[src/rtl/registrador_universal.sv]
// Universal register: hold, load, shift, rotate and count.
// Cout flags a wrap in the count modes and is cleared otherwise.
module registrador_universal #(
    parameter int WIDTH = 8
) (
    input  logic             Clk,
    input  logic             Rst,
    input  logic             En,
    input  logic [2:0]       Modo,
    input  logic [WIDTH-1:0] D,
    input  logic             Sin,
    output logic [WIDTH-1:0] Q,
    output logic [WIDTH-1:0] Qn,
    output logic             SoutE,
    output logic             SoutD,
    output logic             Cout
);

    localparam logic [WIDTH-1:0] ONE = WIDTH'(1);

    localparam logic [2:0] M_HOLD = 3'b000;
    localparam logic [2:0] M_LOAD = 3'b001;
    localparam logic [2:0] M_SHL  = 3'b010;
    localparam logic [2:0] M_SHR  = 3'b011;
    localparam logic [2:0] M_ROL  = 3'b100;
    localparam logic [2:0] M_ROR  = 3'b101;
    localparam logic [2:0] M_UP   = 3'b110;
    localparam logic [2:0] M_DOWN = 3'b111;

    logic [WIDTH-1:0] q_nxt;
    logic             c_nxt;

    // Next value of Q and Cout, computed from pre-edge Q only
    always_comb begin
        q_nxt = Q;
        c_nxt = 1'b0;
        unique case (Modo)
            M_HOLD: q_nxt = Q;
            M_LOAD: q_nxt = D;
            M_SHL:  q_nxt = {Q[WIDTH-2:0], Sin};
            M_SHR:  q_nxt = {Sin, Q[WIDTH-1:1]};
            M_ROL:  q_nxt = {Q[WIDTH-2:0], Q[WIDTH-1]};
            M_ROR:  q_nxt = {Q[0], Q[WIDTH-1:1]};
            M_UP: begin
                q_nxt = Q + ONE;
                c_nxt = &Q;
            end
            M_DOWN: begin
                q_nxt = Q - ONE;
                c_nxt = ~|Q;
            end
            default: q_nxt = Q;
        endcase
    end

    // State register; disabled edges leave both Q and Cout untouched
    always_ff @(posedge Clk or posedge Rst) begin
        if (Rst) begin
            Q    <= '0;
            Cout <= 1'b0;
        end else if (En) begin
            Q    <= q_nxt;
            Cout <= c_nxt;
        end
    end

    assign Qn    = ~Q;
    assign SoutE = Q[WIDTH-1];
    assign SoutD = Q[0];

endmodule

[config.mk]
export PLATFORM = sky130hd
export DESIGN_NAME = registrador_universal
export DESIGN_NICKNAME = d
export VERILOG_FILES = /design/src/rtl/registrador_universal.sv
export SDC_FILE = /design/constraint.sdc
export NUM_CORES = 1
export LEC_CHECK = 0
export ABC_AREA = 1
export CORE_ASPECT_RATIO = 1.5
export CORE_MARGIN = 4
export CORE_UTILIZATION = 35
export CTS_CLUSTER_SIZE = 8
export DETAILED_ROUTE_END_ITERATION = 8
export SYNTH_ARGS = -nofsm -noshare
export SYNTH_HDL_FRONTEND = slang
export SYNTH_SLANG_ARGS = --single-unit
[constraint.sdc]
create_clock -name Clk -period 1.81 [get_ports Clk]
set_input_delay 0.181 -clock Clk [delete_from_list [all_inputs] [get_ports Clk]]
set_output_delay 0.181 -clock Clk [all_outputs]
set_load 0.02 [all_outputs]
==> results by group, run 1 <==
Worst setup path
  • Crit start category: register
  • Crit end category: primary output
  • R2R setup slack: between 0.15 and 0.2 ns
  • Type of the worst setup path: register to primary output
  • Worst EP arrival: between 1.5 and 2 ns
  • Critical Path RT: roughly 1.6 ns
  • Reg2reg path depth: 13
  • Crit path capture: Qn[4]
  • Worst r2r src: Q[1]
  • Worst Setup SP: Q[4]
  • CP max FO: 8
  • R2R Path End: Q[4]

Placement
  • Buffers on Ports: 33
  • Placed Cells: 266
  • Placer Congestion: 0.899
  • Detailed Place HPWL: 2840 um
  • Area after DPL: 1560 sq um

Clock network
  • CTS HTree Levels: 1
  • Clock latency on the worst-skew pair: 0.23 ns
  • CTS tree: yes
  • Max Root-Sink Buffers: 2
  • Root Buffer Master: clkbuf_8
  • Total CTS buffers: 3
  • CTS Sinks: 9
  • Clock transition at path regs: 0.05 ns

STA
  • RSZ-0062 raised after global routing: no
  • Setup-failing EPs final: 0
  • Worst slew pin tran: around 0.37 ns
  • Final period util: 95.9%
  • Final Hold Viols: 0
  • Max-slew violations: 0
  • Relative slew slack: 75.3%
  • Min cycle time layout: 1.74 ns
  • Max Freq: 0.576 GHz
  • Layout Skew: 0.000445 ns

Route
  • Routed Antenna Nets: 0
  • DR WL/cell: approximately 13 um
  • Post-DR vias/cell: 5.04
  • Vias: 1370
  • Final wirelength: 3570 um
  • DRC: 0
  • Drt pass-1 iters: 4
  • Iter 0 DRT Violations: 57

Synthesis
  • Predominant post-synthesis flop cell: dfrtp_1
  • Mapped Cells: 177
  • Synth warnings: 0
  • Seq cells post-synth: 9
  • Synthesized net count: 193
  • EDFF count, synth: 0
  • Synth cell types: 29
  • Async set-reset flop share out of synthesis: 100%
  • Synth Area per Inst: 5.82 sq um
  • Seq/Total Area, Yosys: 21.8%
  • Synthesized area: 1030 sq um

Pwr
  • Pleak: 0.867 nW
  • Power Dens Cells: between 700 and 800 nW/um^2
  • IR drop worst, VDD: 0.000596 V
  • Pwr Total: between 1 and 1.5 mW

Global routing
  • GRT Overall Usage: 20.1%
  • Pin count of the biggest net entering global routing: 11
  • First-pass GRT wire length: slightly above 6000 um
  • Antenna violations before repair: 0
  • Number of global-route vias before repair: 1335
  • Overflow after GRT: 0

Die
  • # rows: 23
  • IO Count: 34
  • Core footprint: 2760 sq um
  • Die height: 74.5 um
  • Chip width: roughly 52 um
  • Initial core utilization: 37.3%
  • Die area: between 3000 and 4000 sq um

Status
  • Outcome: complete, no violations

Final layout
  • # diodes: 0
  • Sequential cell area: 226 sq um
  • Layout fillers: 288
  • Multi-input gate area: between 700 and 800 sq um
  • Most common cell after layout, fill and taps aside: nand2_1
  • Synthesis-to-layout area growth: 60.0%
  • NumNets Final: between 200 and 300
  • Layout Cells excl Fill: 272
  • Final Util: just under 60%
  • Layout cell share with drive strength beyond 1: 17.9%
  • Most frequent cells in the layout: 68 x nand2_1, 30 x clkdlybuf4s50_1, 25 x buf_4
  • Post-route cell area: 1650 sq um

Hold path
  • Hold Crit Class: input pin to asynchronous set/reset pin

Job
  • Max Cap Violations: 0
==> worst min path at each step <==
stage | to | startpoint | slack [ns]
finish | Cout | Rst | 0.22
global route | Q[2] | Rst | 0.26
CTS | Q[2] | Rst | 0.23
detailed placement | Q[2] | Rst | 0.48
global placement | Q[2] | Rst | 0.47
floorplan | Cout | Rst | 0.009
==> final cells by class <==
cell class                 instances  share of cell area, %
inverter                          25                   5.69
timing repair buffer              59                   32.3
multi-input combinational        138                   42.7
tap                               37                   2.81
clock buffer                       4                   2.73
sequential                         9                   13.7
==> per-layer routing <==
layer / global-route usage (%) / up-vias / wire length (um)
met3: 2.61 / 8 / 225
met1: 24.6 / 591 / 1510
met4: 5.97 / 0 / 54
li1: - / 701 / -
met2: 35.9 / 70 / 1780
met5: 0 / - / 0
==> per-stage QoR <==
step	hold slack (ns)	worst slack [ns]	setup TNS, ns
floorplan	0.00892	0.00717	0
global placement	0.475	-0.225	-1.19
detailed placement	0.476	-0.263	-1.43
CTS	0.231	0.00632	0
global route	0.258	0.0147	0
finish	0.220	0.0745	0
==> where the power goes <==
part	internal (mW)	switching [mW]
registers	0.238	0.0644
logic	0.349	0.411
clock network	0.154	0.0817
==> cell usage after synthesis, types with 2 or more instances <==
library cell,count,area (sq um)
a211oi_1,2,15.0
a21oi_1,4,20.0
a221oi_1,3,26.3
buf_2,3,15.0
buf_4,2,15.0
dfrtp_1,9,225
inv_1,24,90.1
nand2_1,69,259
nand3_1,23,115
nand4_1,2,12.5
nor2_1,9,33.8
nor4_1,3,18.8
o21ai_0,6,30.0
o221ai_1,2,17.5
o22ai_1,2,12.5
==> critical path, cell delays in order (launching register included) <==
cell             delay (ns)
dfrtp_1                0.47
inv_1                  0.21
clkdlybuf4s50_1        0.64
==> kinds of logic (layout without fill, tap and decap cells) <==
kind of cell / Yosys count / count (layout) / synth area share, %
simple gates: 112 / 112 / 48.1
flops: 9 / 9 / 21.8
buf+inv: 30 / 88 / 12.0
compound gates: 25 / 25 / 16.9
fa+ha+maj: 1 / 1 / 1.21
==> sequential cells by signal, indices dropped and copies added, names as in the netlist <==
signal,flops
Q,8
Cout,1
==> timing repair <==
item,in CTS,in global routing
setup buffers,1,1
setup endpoints to repair,2,7
hold buffers,0,0
cloned,0,0
resized for setup,3,8
pin swaps,0,2
Note: power is estimated with default switching activity, not from simulation.
==> run 2: changes to the inputs <==
Settings changed: CORE_ASPECT_RATIO 1.5 to not set.
==> results by group, run 2 (synthesized netlist as in run 1, its figures left out) <==
STA
  • Setup ws final: 0.0829 ns (+0.00844 ns)
  • Layout Skew: 0.00170 ns (+0.00125 ns)
  • Max Freq: 0.579 GHz (+0.49%)
  • Min cycle time layout: 1.73 ns (-0.00844 ns)
  • Max-slew violations: 0 (unchanged)
  • Relative slew slack: 76.6% (+1.2 points)
  • RSZ-0062 raised after global routing: no
  • Final period util: 95.4% (-0.47 points)
  • Setup-failing EPs final: 0 (unchanged)
  • Worst slew pin tran: 0.351 ns (-0.0184 ns)
  • Final Hold Viols: 0 (unchanged)

Final layout
  • Largest register FFs: 8 (unchanged)
  • Top reg by flops: Q
  • Most common cell after layout, fill and taps aside: nand2_1
  • Post-route cell area: 1610 sq um (-2.5%)
  • Most frequent cells in the layout: 68 x nand2_1, 30 x clkdlybuf4s50_1, 24 x inv_1
  • Layout Cells excl Fill: 265 (-2.6%)
  • Synthesis-to-layout area growth: 55.9%
  • # diodes: 0 (unchanged)
  • Layout fillers: 267 (-7.3%)
  • Final Util: 57.8% (-1.9 points)
  • Layout cell share with drive strength beyond 1: 16.7% (-1.2 points)
  • NumNets Final: 251 (-0.40%)
  • Top flop regs: Q: 8 flops, Cout: 1 flops

Placement
  • Setup WS pre-CTS: -0.264 ns (-0.000363 ns)
  • Buffers on Ports: 33 (unchanged)
  • Placer Congestion: 0.905 (+0.71%)
  • Detailed Place HPWL: 2820 um (-0.73%)
  • Area after DPL: 1540 sq um (-1.4%)
  • Placed Cells: 258 (-3.0%)

Worst setup path
  • R2R setup slack: 0.18 ns (about the same)
  • Critical Path RT: 1.63 ns (about the same)
  • Worst EP arrival: 1.55 ns (about the same)
  • Type of the worst setup path: register to primary output
  • R2R Path End: Q[4]
  • CP max FO: 6 (-2)
  • Crit end category: primary output
  • Worst r2r src: Q[1]
  • Crit start category: register
  • Reg2reg path depth: 13 (unchanged)

Global routing
  • Overflow after GRT: 0 (unchanged)
  • Pin count of the biggest net entering global routing: 11 (unchanged)
  • Global routing usage on met3: 3.42% (+0.82 points)
  • Number of global-route vias before repair: 1331 (-0.30%)
  • GR Util met1: 23.8% (-0.75 points)
  • First-pass GRT wire length: 5980 um (-1.3%)
  • Most Crowded Layer GR: met2
  • GRT met2 Usage: 30.1% (-5.9 points)
  • GRT Overall Usage: 18.3% (-1.7 points)
  • Antenna violations before repair: 0 (unchanged)

Route
  • Drt pass-1 iters: 4 (unchanged)
  • Routed Antenna Nets: 0 (unchanged)
  • Vias: 1376 (+0.44%)
  • DRC: 0 (unchanged)
  • Post-DR vias/cell: 5.19 (+3.1%)
  • Iter 0 DRT Violations: 47 (-18%)
  • DR WL/cell: 13.4 um (+2.2%)
  • Final wirelength: 3560 um (-0.39%)

Pwr
  • IR drop worst, VDD: 0.000498 V (-16%)
  • Power Dens Cells: 749 nW/um^2 (-4.8%)
  • Pleak: 0.863 nW (-0.39%)

Hold path
  • Hold Crit Class: input pin to asynchronous set/reset pin

Clock network
  • Total CTS buffers: 3 (unchanged)
  • Root Buffer Master: clkbuf_4
  • Max Root-Sink Buffers: 2 (unchanged)
  • CTS tree: yes
  • CTS Sinks: 9 (unchanged)
  • Clock latency on the worst-skew pair: 0.25 ns (+0.02 ns)
  • Hold Buf Count CTS: 0 (unchanged)
  • CTS HTree Levels: 1 (unchanged)
  • Clock transition at path regs: 0.06 ns (about the same)

Die
  • Chip width: 62.3 um (+19%)
  • IO Count: 34 (unchanged)
  • Core footprint: 2780 sq um (+0.68%)
  • # rows: 19 (-17%)
  • Die height: 62.3 um (-16%)
  • Initial core utilization: 37.1% (-0.25 points)
  • Die area: 3880 sq um (-0.45%)

Job
  • Max Cap Violations: 0 (unchanged)

Status
  • Outcome: complete, no violations
run 2: changes by cell type in the layout (fill, tap and decap cells not counted):
cell,delta
buf_6,+1
dlymetal6s2s_1,+1
o21bai_4,-1
clkbuf_8,-3
nor2_1,+1
nand3_2,-1
buf_4,-2
clkbuf_4,+3
o21bai_2,+1
nor2_2,-1
dlygate4sd2_1,-1
nand3_1,+1
run 2: layout make-up:
type                            instances  area [sq um]  area share, %
Timing Repair Buffer                   58           533           33.2
Tap cell                               31          38.8           2.41
Inverter                               25          93.8           5.84
Sequential cell                         9           226           14.1
Multi-Input combinational cell        138           689           42.9
Clock buffer                            4          26.3           1.63
run 2: power by group:
part / internal [mW] / switching, mW / leakage [nW]
registers: 0.238 / 0.0566 / 0.110
logic: 0.346 / 0.411 / 0.739
clock network: 0.0849 / 0.0698 / 0.0150
run 2: per-layer routing:
layer / part of all wire [%] / routed length (um)
met5: 0 / 0
met4: 1.2 / 41
met3: 5.6 / 200
met2: 48 / 1690
met1: 46 / 1620
run 2: through the flow:
stage	power, mW	TNS [ns]	hold WS [ns]
2_1_floorplan	0.681	0	0.00892
3_3_place_gp	1.04	-1.11	0.470
3_5_place_dp	1.04	-1.35	0.486
4_1_cts	1.20	0	0.208
5_1_grt	1.30	0	0.227
6_report	1.20	0	0.198
run 2: worst max-delay path: stages, from the launching register on:
cell,delay (ns)
dfrtp_2,0.46
inv_1,0.09
buf_4,0.14
clkdlybuf4s50_1,0.60
run 2: timing repair:
action / CTS / global route
hold endpoints to repair: 0 / 0
setup buffers: 0 / 3
resized for setup: 0 / 9
setup endpoints to repair: 0 / 7
run 2: worst max-delay path by stage:
stage / to / depth (start not counted) / slack [ns] / startpoint
floorplan: Q[4] / 13 / 0.007 / Q[1]
detailed placement: Q[4] / 15 / -0.26 / Modo[1]
CTS: Q[4] / 15 / 0.01 / Modo[1]
global placement: Q[4] / 15 / -0.20 / Modo[1]
finish: Qn[1] / 3 / 0.08 / Q[1]
global route: Qn[0] / 2 / 0.02 / Q[0]
==> run 3: changes to the inputs <==
Settings changed: CORE_MARGIN 4 to not set, SETUP_SLACK_MARGIN set to 0.1.
==> results by group, run 3 (synthesized netlist as in run 1, its figures left out) <==
Worst setup path
  • Worst path max stage delay: 0.64 ns (+0.04 ns)
  • Crit-path slowest cell: clkdlybuf4s50_1
  • Crit end category: primary output
  • Reg2reg path depth: 13 (unchanged)
  • Top Family by Delay on Critical Path: buffers and inverters
  • Crit path cell chain: inv_1 -> clkdlybuf4s50_1
  • R2R setup slack: 0.25 ns (+0.07 ns)
  • Worst r2r src: Q[1]
  • Critical Path RT: 1.63 ns (about the same)
  • Crit start category: register
  • Type of the worst setup path: register to primary output
  • CP max FO: 6 (unchanged)
  • Worst path bufs/invs: 2 (-1)
  • Worst EP arrival: 1.44 ns (-0.11 ns)
  • Levels on crit path: 2 (-1)
  • R2R Path End: Q[4]

STA
  • Setup-failing EPs final: 0 (unchanged)
  • Final Hold Viols: 0 (unchanged)
  • Setup ws final: 0.190 ns (+0.107 ns)
  • Max Freq: 0.617 GHz (+6.6%)
  • Final period util: 89.5% (-5.9 points)
  • Max-slew violations: 0 (unchanged)
  • Layout Skew: 0.00700 ns (+0.00530 ns)
  • Min cycle time layout: 1.62 ns (-0.107 ns)
  • Relative slew slack: 72.9% (-3.7 points)
  • Worst slew pin tran: 0.404 ns (+0.0533 ns)
  • RSZ-0062 raised after global routing: yes

Global routing
  • Overflow after GRT: 0 (unchanged)
  • Antenna violations before repair: 0 (unchanged)
  • GRT met2 Usage: 39.5% (+9.4 points)
  • Number of global-route vias before repair: 1351 (+1.5%)
  • GR Util met1: 34.3% (+11 points)
  • First-pass GRT wire length: 6180 um (+3.2%)
  • Global routing usage on met3: 1.15% (-2.3 points)
  • Most Crowded Layer GR: met2
  • Pin count of the biggest net entering global routing: 10 (-1)
  • GRT Overall Usage: 24.1% (+5.8 points)

Die
  • Die area: 3170 sq um (-18%)
  • Core footprint: 2780 sq um (unchanged)
  • Die height: 56.3 um (-9.6%)
  • # rows: 19 (unchanged)
  • Chip width: 56.3 um (-9.6%)
  • Initial core utilization: 37.1% (unchanged)
  • IO Count: 34 (unchanged)

Clock network
  • Clock transition at path regs: 0.07 ns (about the same)
  • Total CTS buffers: 3 (unchanged)
  • Root Buffer Master: clkbuf_4
  • CTS HTree Levels: 1 (unchanged)
  • CTS Sinks: 9 (unchanged)
  • CTS tree: yes
  • Clock latency on the worst-skew pair: 0.27 ns (+0.02 ns)
  • Max Root-Sink Buffers: 2 (unchanged)

Pwr
  • IR drop worst, VDD: 0.000638 V (+28%)
  • Power Dens Cells: 754 nW/um^2 (+0.63%)
  • Pwr Total: 1.21 mW (+0.78%)
  • Pleak: 0.860 nW (-0.45%)

Route
  • Iter 0 DRT Violations: 81 (+72%)
  • DRC: 0 (unchanged)
  • Final wirelength: 3460 um (-2.8%)
  • Routed Antenna Nets: 0 (unchanged)
  • Post-DR vias/cell: 5.08 (-2.1%)
  • DR WL/cell: 13.0 um (-2.8%)
  • Vias: 1347 (-2.1%)
  • Drt pass-1 iters: 4 (unchanged)

Final layout
  • # diodes: 0 (unchanged)
  • Most common cell after layout, fill and taps aside: nand2_1
  • Largest register FFs: 8 (unchanged)
  • Layout Cells excl Fill: 265 (unchanged)
  • NumNets Final: 251 (unchanged)
  • Top reg by flops: Q
  • Most frequent cells in the layout: 68 x nand2_1, 25 x clkdlybuf4s50_1, 25 x buf_4
  • Top flop regs: Q: 8 flops, Cout: 1 flops
  • Synthesis-to-layout area growth: 56.2%
  • Layout cell share with drive strength beyond 1: 18.4% (+1.7 points)

Placement
  • Placer Congestion: 0.911 (+0.63%)
  • Setup WS pre-CTS: -0.254 ns (+0.00958 ns)
  • Placed Cells: 260 (+0.78%)
  • Buffers on Ports: 33 (unchanged)
  • Detailed Place HPWL: 2670 um (-5.3%)

Hold path
  • Hold Crit Class: input pin to asynchronous set/reset pin

Job
  • Max Cap Violations: 0 (unchanged)

Status
  • Outcome: complete, no violations
-- run 3: cell types whose count changed in the layout (fill, tap and decap cells not counted), sizes merged --
cell	before	now
clkdlybuf4s50	30	25
dlygate4sd2	0	5
-- run 3: power by group --
group / internal (mW) / switching, mW
clock: 0.0853 / 0.0770
combinational: 0.339 / 0.420
sequential: 0.237 / 0.0552
-- run 3: stage by stage --
step	setup TNS (ns)	hold slack, ns	utilization (%)	cell area, sq um
2_1_floorplan	0	0.00885	-	1030
3_3_place_gp	-1.05	0.474	55.8	1550
3_5_place_dp	-1.37	0.476	55.8	1550
4_1_cts	0	0.184	56.6	1570
5_1_grt	0	0.265	57.9	1610
6_report	0	0.177	57.9	1610
-- run 3: worst max path at each step --
stage	from	endpoint
floorplan	Modo[1]	Q[4]
global placement	Modo[1]	Q[4]
detailed placement	Modo[1]	Q[4]
CTS	Modo[0]	Q[4]
global route	Q[1]	Q[6]
finish	Q[4]	Qn[4]
-- run 3: metal layers --
metal	routed length (um)	part of all wire [%]
met1	1720	50
met5	0	0
met3	118	3.4
met2	1580	46
met4	33	0.95
-- run 3: area by class of cell --
type,instances,area [sq um]
Timing Repair Buffer,58,519
Tap cell,31,38.8
Clock buffer,4,26.3
Multi-Input combinational cell,138,706
Fill cell,293,1170
Inverter,25,93.8
Sequential cell,9,226
-- run 3: what timing repair did --
action | CTS | global route
endpoints found under the setup margin | 7 | 9
hold buffers | 0 | 0
cloned | 0 | 0
setup buffers | 0 | 1
resized for setup | 6 | 9
pin swaps | 0 | 4
